**config.mk**
```make
export PLATFORM = sky130hd
export DESIGN_NAME = pingpang_match_sched
export DESIGN_NICKNAME = d
export VERILOG_FILES = /design/src/rtl/pingpang_pkg.sv /design/src/rtl/pingpang_serve_rot.sv /design/src/rtl/pingpang_match_sched.sv
export SDC_FILE = /design/constraint.sdc
export NUM_CORES = 1
export LEC_CHECK = 0
export BUFFER_PORTS_ARGS = -buffer_cell sky130_fd_sc_hd__buf_2
export CAP_MARGIN = 20
export CORE_UTILIZATION = 63
export DETAILED_ROUTE_END_ITERATION = 8
export GPL_TIMING_DRIVEN = 1
export PLACE_DENSITY_LB_ADDON = 0.3
export SYNTH_ARGS = -nofsm -noshare
export SYNTH_HDL_FRONTEND = slang
export SYNTH_HIERARCHICAL = 1
export SYNTH_SLANG_ARGS = --single-unit
```
**constraint.sdc**
```tcl
create_clock -name HSE -period 10.3 [get_ports HSE]
set_clock_uncertainty 0.1 [all_clocks]
set_input_delay 0 -clock HSE [delete_from_list [all_inputs] [get_ports HSE]]
set_output_delay 0 -clock HSE [all_outputs]
set_load 0.02 [all_outputs]
```
**src/rtl/pingpang_pkg.sv**
```systemverilog
// Shared definitions for the ping-pong match scheduler, display and rally blocks.
package pingpang_pkg;

    // Scheduler FSM states
    typedef enum logic [2:0] {
        ST_IDLE       = 3'd0,
        ST_SERVE_WAIT = 3'd1,
        ST_RALLY      = 3'd2,
        ST_SCORE      = 3'd3,
        ST_GAME_END   = 3'd4,
        ST_MATCH_END  = 3'd5
    } state_t;

    // Player encoding
    localparam logic P1 = 1'b0;
    localparam logic P2 = 1'b1;

    // Default match rules
    localparam int DEF_POINTS_TO_WIN = 11;
    localparam int DEF_WIN_MARGIN    = 2;
    localparam int DEF_GAMES_TO_WIN  = 3;
    localparam int DEF_SERVE_ROT     = 2;

    // Field widths and the tie at which a long deuce folds back to 10:10
    localparam int SCORE_W   = 5;
    localparam int GAMES_W   = 3;
    localparam int SAT_SCORE = 30;

    // True when the rally winner's new score closes out the game
    function automatic logic game_won(input logic [SCORE_W-1:0] win_score,
                                      input logic [SCORE_W-1:0] lose_score,
                                      input int points_to_win,
                                      input int win_margin);
        return (int'(win_score) >= points_to_win) &&
               ((int'(win_score) - int'(lose_score)) >= win_margin);
    endfunction

endpackage

```
**src/rtl/pingpang_serve_rot.sv**
```systemverilog
// Serve rotation: counts points in the current serve turn and flips the server.
module pingpang_serve_rot
    import pingpang_pkg::*;
#(
    parameter int SERVE_ROT = DEF_SERVE_ROT
) (
    input  logic clk,
    input  logic rst,
    input  logic point_pulse,
    input  logic deuce,
    input  logic game_start,
    input  logic start_server,
    output logic server
);

    localparam int ROT_W = $clog2(SERVE_ROT + 1);

    logic [ROT_W-1:0] rot_cnt_r;
    logic [ROT_W-1:0] rot_next_s;
    logic             rot_toggle_s;
    logic             server_r;

    // Count including the point being scored; at deuce every point hands over the serve
    always_comb begin
        rot_next_s   = rot_cnt_r + ROT_W'(1);
        rot_toggle_s = deuce || (rot_next_s == ROT_W'(SERVE_ROT));
    end

    // Server register; a new game loads its first server and restarts the turn count
    always_ff @(posedge clk) begin
        if (rst) begin
            rot_cnt_r <= {ROT_W{1'b0}};
            server_r  <= P1;
        end else if (game_start) begin
            rot_cnt_r <= {ROT_W{1'b0}};
            server_r  <= start_server;
        end else if (point_pulse) begin
            if (rot_toggle_s) begin
                rot_cnt_r <= {ROT_W{1'b0}};
                server_r  <= ~server_r;
            end else begin
                rot_cnt_r <= rot_next_s;
            end
        end
    end

    assign server = server_r;

endmodule

```
**src/rtl/pingpang_match_sched.sv**
```systemverilog
// Ping-pong match scheduler: serve permission, scoring, game and match decisions.
module pingpang_match_sched
    import pingpang_pkg::*;
#(
    parameter int POINTS_TO_WIN = DEF_POINTS_TO_WIN,
    parameter int WIN_MARGIN    = DEF_WIN_MARGIN,
    parameter int GAMES_TO_WIN  = DEF_GAMES_TO_WIN,
    parameter int SERVE_ROT     = DEF_SERVE_ROT
) (
    input  logic               HSE,
    input  logic               rst,
    input  logic               play1,
    input  logic               play2,
    input  logic               rally_done,
    input  logic               rally_winner,
    output logic               rally_start,
    output logic               server,
    output logic [SCORE_W-1:0] score1,
    output logic [SCORE_W-1:0] score2,
    output logic [GAMES_W-1:0] games1,
    output logic [GAMES_W-1:0] games2,
    output logic               match_over,
    output logic               match_winner
);

    state_t             state_r, state_nx;
    logic               key1_r, key2_r;
    logic               press1_s, press2_s;
    logic               first_server_r, first_server_nx;
    logic               winner_r, winner_nx;
    logic [SCORE_W-1:0] score1_r, score1_nx, score2_r, score2_nx;
    logic [SCORE_W-1:0] sum1_s, sum2_s;
    logic [GAMES_W-1:0] games1_r, games1_nx, games2_r, games2_nx;
    logic [GAMES_W-1:0] games_win_s;
    logic               rally_start_r, rally_start_nx;
    logic               match_over_r, match_over_nx;
    logic               match_winner_r, match_winner_nx;
    logic               game_start_s, start_server_s, point_pulse_s, deuce_s;
    logic               pressed_s, sat_s, game_won_s, server_s;

    // Keys are active-low; a press is the first low sample after a high one
    assign press1_s = key1_r & ~play1;
    assign press2_s = key2_r & ~play2;

    pingpang_serve_rot #(
        .SERVE_ROT (SERVE_ROT)
    ) u_serve_rot (
        .clk          (HSE),
        .rst          (rst),
        .point_pulse  (point_pulse_s),
        .deuce        (deuce_s),
        .game_start   (game_start_s),
        .start_server (start_server_s),
        .server       (server_s)
    );

    // Next-state, scoring and handshake decisions
    always_comb begin
        state_nx        = state_r;
        first_server_nx = first_server_r;
        winner_nx       = winner_r;
        score1_nx       = score1_r;
        score2_nx       = score2_r;
        games1_nx       = games1_r;
        games2_nx       = games2_r;
        rally_start_nx  = 1'b0;
        match_over_nx   = match_over_r;
        match_winner_nx = match_winner_r;
        game_start_s    = 1'b0;
        start_server_s  = first_server_r;
        point_pulse_s   = 1'b0;
        pressed_s       = 1'b0;
        sat_s           = 1'b0;
        game_won_s      = 1'b0;
        sum1_s          = score1_r;
        sum2_s          = score2_r;
        games_win_s     = (winner_r == P1) ? games1_r : games2_r;
        deuce_s         = (score1_r >= SCORE_W'(POINTS_TO_WIN - 1)) &&
                          (score2_r >= SCORE_W'(POINTS_TO_WIN - 1));

        case (state_r)
            ST_IDLE: begin
                pressed_s = press1_s | press2_s;
                if (pressed_s) begin
                    first_server_nx = press1_s ? P1 : P2;
                    start_server_s  = press1_s ? P1 : P2;
                    game_start_s    = 1'b1;
                    rally_start_nx  = 1'b1;
                    state_nx        = ST_RALLY;
                end else begin
                    state_nx = ST_IDLE;
                end
            end
            ST_SERVE_WAIT: begin
                pressed_s = (server_s == P1) ? press1_s : press2_s;
                if (pressed_s) begin
                    rally_start_nx = 1'b1;
                    state_nx       = ST_RALLY;
                end else begin
                    state_nx = ST_SERVE_WAIT;
                end
            end
            ST_RALLY: begin
                if (rally_done) begin
                    winner_nx = rally_winner;
                    state_nx  = ST_SCORE;
                end else begin
                    state_nx = ST_RALLY;
                end
            end
            ST_SCORE: begin
                point_pulse_s = 1'b1;
                if (winner_r == P1) begin
                    sum1_s = score1_r + SCORE_W'(1);
                end else begin
                    sum2_s = score2_r + SCORE_W'(1);
                end
                sat_s     = (sum1_s == SCORE_W'(SAT_SCORE)) && (sum2_s == SCORE_W'(SAT_SCORE));
                score1_nx = sat_s ? SCORE_W'(POINTS_TO_WIN - 1) : sum1_s;
                score2_nx = sat_s ? SCORE_W'(POINTS_TO_WIN - 1) : sum2_s;
                game_won_s = (winner_r == P1) ?
                             game_won(score1_nx, score2_nx, POINTS_TO_WIN, WIN_MARGIN) :
                             game_won(score2_nx, score1_nx, POINTS_TO_WIN, WIN_MARGIN);
                games_win_s = ((winner_r == P1) ? games1_r : games2_r) + GAMES_W'(1);
                if (game_won_s) begin
                    if (winner_r == P1) begin
                        games1_nx = games_win_s;
                    end else begin
                        games2_nx = games_win_s;
                    end
                    if (games_win_s == GAMES_W'(GAMES_TO_WIN)) begin
                        match_over_nx   = 1'b1;
                        match_winner_nx = winner_r;
                        state_nx        = ST_MATCH_END;
                    end else begin
                        state_nx = ST_GAME_END;
                    end
                end else begin
                    state_nx = ST_SERVE_WAIT;
                end
            end
            ST_GAME_END: begin
                // The next game opens with the other player from last game's opener
                pressed_s = (first_server_r == P1) ? press2_s : press1_s;
                if (pressed_s) begin
                    first_server_nx = ~first_server_r;
                    start_server_s  = ~first_server_r;
                    game_start_s    = 1'b1;
                    score1_nx       = {SCORE_W{1'b0}};
                    score2_nx       = {SCORE_W{1'b0}};
                    rally_start_nx  = 1'b1;
                    state_nx        = ST_RALLY;
                end else begin
                    state_nx = ST_GAME_END;
                end
            end
            ST_MATCH_END: begin
                state_nx = ST_MATCH_END;
            end
            default: begin
                state_nx = ST_IDLE;
            end
        endcase
    end

    // State, key history and scoreboard registers
    always_ff @(posedge HSE) begin
        if (rst) begin
            state_r        <= ST_IDLE;
            key1_r         <= 1'b1;
            key2_r         <= 1'b1;
            first_server_r <= P1;
            winner_r       <= P1;
            score1_r       <= {SCORE_W{1'b0}};
            score2_r       <= {SCORE_W{1'b0}};
            games1_r       <= {GAMES_W{1'b0}};
            games2_r       <= {GAMES_W{1'b0}};
            rally_start_r  <= 1'b0;
            match_over_r   <= 1'b0;
            match_winner_r <= 1'b0;
        end else begin
            state_r        <= state_nx;
            key1_r         <= play1;
            key2_r         <= play2;
            first_server_r <= first_server_nx;
            winner_r       <= winner_nx;
            score1_r       <= score1_nx;
            score2_r       <= score2_nx;
            games1_r       <= games1_nx;
            games2_r       <= games2_nx;
            rally_start_r  <= rally_start_nx;
            match_over_r   <= match_over_nx;
            match_winner_r <= match_winner_nx;
        end
    end

    assign rally_start  = rally_start_r;
    assign server       = server_s;
    assign score1       = score1_r;
    assign score2       = score2_r;
    assign games1       = games1_r;
    assign games2       = games2_r;
    assign match_over   = match_over_r;
    assign match_winner = match_winner_r;

endmodule

```
==> reports/metrics.cfg <==
[cts]
cts_max_level = 2
cts_root_buf = clkbuf_4
cts_tree = built
post_cts_buffers = 0
cts_buffer_depth = 2
post_cts_resized = 0
clock-sinks = 29
insertion_delay_ns = 0.33
numCtsBuffers = 5
hold_buffers = 3
path_clk_slew_ns = 0.10

[power_and_ir_drop]
seq_power_share_pct = 50.3
combinationalPowerShare_pct = 21.6
powerDensity_nw_per_um2 = 94.8
netSwitchingFraction_pct = 31.4
switching_power_mw = 0.0745
clkPwrFrac_pct = 28.2
p_leak_nw = 0.988
peakVddDrop_mv = 0.0723
p_int_mw = 0.163

[min_path]
hold_class = in2reg

[critical_path]
slowest_delay_ns = 0.56
cp_max_fo = 12
critPathRequiredTime_ns = 10.42
cp_cell_sequence = inv_1, ha_1, nor4b_1, a31oi_1, a211oi_2, a41oi_1, ha_1, o21a_1, a311o_1, xnor2_2, a2111oi_4, nor3_2, mux2_4
crit_arrival_ns = 4.23
critPathLaunchType = flip-flop
critical_path_class = reg2reg
crit_slowest_cell = dfxtp_1
cp_common_cell = ha_1
endpoint_kind = flip-flop

[synth]
synthDistinctLibCells = 67
ys_ff_latch = 29
synth_edf_count = 0
synth.avg_cell_area_um2 = 8.41
netlist_top_cells_area = dfxtp_1, ha_1, a21oi_1
syn_area_um2 = 2300
synth_common_cells = dfxtp_1, nor2_1, a21oi_1
async_flop_share_pct = 0
syn_nets = 295
synth-seq-area-share_pct = 25.3
synth_most_common_cell = dfxtp_1
netlist_instances = 273
synth_ff_type = dfxtp_1
synth_warnings = 6
synth_top_area_share_pct = 25.3
synth_area_leader_cell = dfxtp_1

[timing]
worstMarginPinSlew_ns = 0.989
finalSetupViolations = 0
drv_slew = 0
finalHoldViolations = 0
rsz0062_at_grt = no
slew_headroom_pct = 33.7
fin_hold_ws_ns = 0.0532
setup_slack_ns = 6.20
tns_ns = 0
finalCritPeriodShare_pct = 39.8
fmax_mhz = 244
post-route-min-period_ns = 4.10

[drt]
dr.pass1.iters = 5
via_count = 2109
ant_nets = 0
detail_route.wl_per_cell_um = 15.2
drc_errors = 0
drt_iter0_drc = 224
wl_mm = 5.19
viasPerCell = 6.17

[placement]
pre_cts_slack_ns = 6.26
dpl_cell_area_um2 = 2420
portBuffers = 25
dp_cells = 331
hpwl_mm = 3.73
gp_congestion = 0.935

[status]
status = finished clean

[final_layout]
drive_above_1_share_pct = 17.2
nets = 317
finalInstanceArea_um2 = 2500
areaGrowthSynthToFinish_pct = 8.99
final_cells = 342
antennaDiodeCount = 0

[global_routing]
globalRouteTotalUtil_pct = 28.3
grt_first_pass_wirelength_mm = 8.73
grt-ovfl-total = 0
grt_start_max_net_pins = 38
grt_pass1_vias = 1882
antenna_found_initial = 0

[die]
die_height_um = 62.4
ios = 26
dieArea_um2 = 3890
coreArea_um2 = 3420
floorplan.initialDensity_pct = 67.3
rows = 21
die_w_um = 62.4

[job]
maxCapViolCount = 0

[cell usage in the layout (no fill, tap or decap), types with 7 or more instances in the layout]
cell type / count
xnor2_1: 9
buf_2: 25
inv_1: 19
o21ai_0: 8
nor2b_1: 7
nand2_1: 7
nor3_1: 9
ha_1: 15
a21oi_1: 21
mux2i_1: 7
dfxtp_1: 29
nor2_1: 26
a22oi_1: 9
xor2_1: 7
[registers in the layout (all words and copies together) (netlist names), 2 cells and up]
name	count
games1	3
score1	5
score2	5
state_r	3
u_serve_rot/rot_cnt_r	2
games2	3
[routing by layer]
| layer | GRT usage [%] | routed length, um | up-vias |
|---|---|---|---|
| li1 | - | - | 1040 |
| met1 | 39.1 | 2410 | 1000 |
| met2 | 43.0 | 2440 | 65 |
| met3 | 6.39 | 290 | 4 |
| met4 | 10.2 | 46 | 0 |
| met5 | 0 | 0 | - |
[power groups by stage]
stage | clock [mW] | sequential [mW] | combinational, mW
after global placement | 0 | 0.122 | 0.0488
final | 0.0668 | 0.119 | 0.0512
after floorplan | 0 | 0.122 | 0.0392
after detailed placement | 0 | 0.122 | 0.0494
after CTS | 0.0694 | 0.119 | 0.0506
after global routing | 0.0750 | 0.120 | 0.0557
[cells by family after synthesis]
kind of cell	after synthesis	share of synthesized area, %
compound gates	80	25.2
fa+ha+maj	16	9.04
simple gates	84	20.9
buf+inv	35	6.26
flops	29	25.3
xor+xnor	19	8.22
mux	10	5.17
[final cells by class]
type,count,area [um^2]
Inverter,21,78.8
Fill cell,271,912
Sequential cell,29,581
Clock buffer,6,41.3
Clock inverter,2,10.0
Timing Repair Buffer,29,163
Tap cell,46,57.6
Multi-Input combinational cell,209,1570
[worst paths after layout]
check	slack, ns	cells after the start	startpoint	end
min	0.05	2	rst	score1[2]
min reg2reg	0.38	2	match_winner	match_winner
max	6.20	13	score1[0]	games1[0]
max reg2reg	6.20	13	score1[0]	games1[0]
[per-stage QoR]
step | utilization [%] | power [mW]
floorplan | - | 0.162
global placement | 70.9 | 0.170
detailed placement | 70.9 | 0.171
CTS | 73.3 | 0.239
global route | 73.3 | 0.251
finish | 73.3 | 0.237
[worst max-delay path: cells and delay by family, from the launching register on]
family | cells | cell delay (ns)
AO/OA/AOI/OAI | 6 | 1.65
XOR/XNOR | 1 | 0.17
adder cells (fa/ha/maj) | 2 | 0.71
multiplexers | 1 | 0.32
buffers and inverters | 1 | 0.08
AND/OR/NAND/NOR | 2 | 0.41
flip-flops | 1 | 0.56
(Power assumes the default switching activity.)
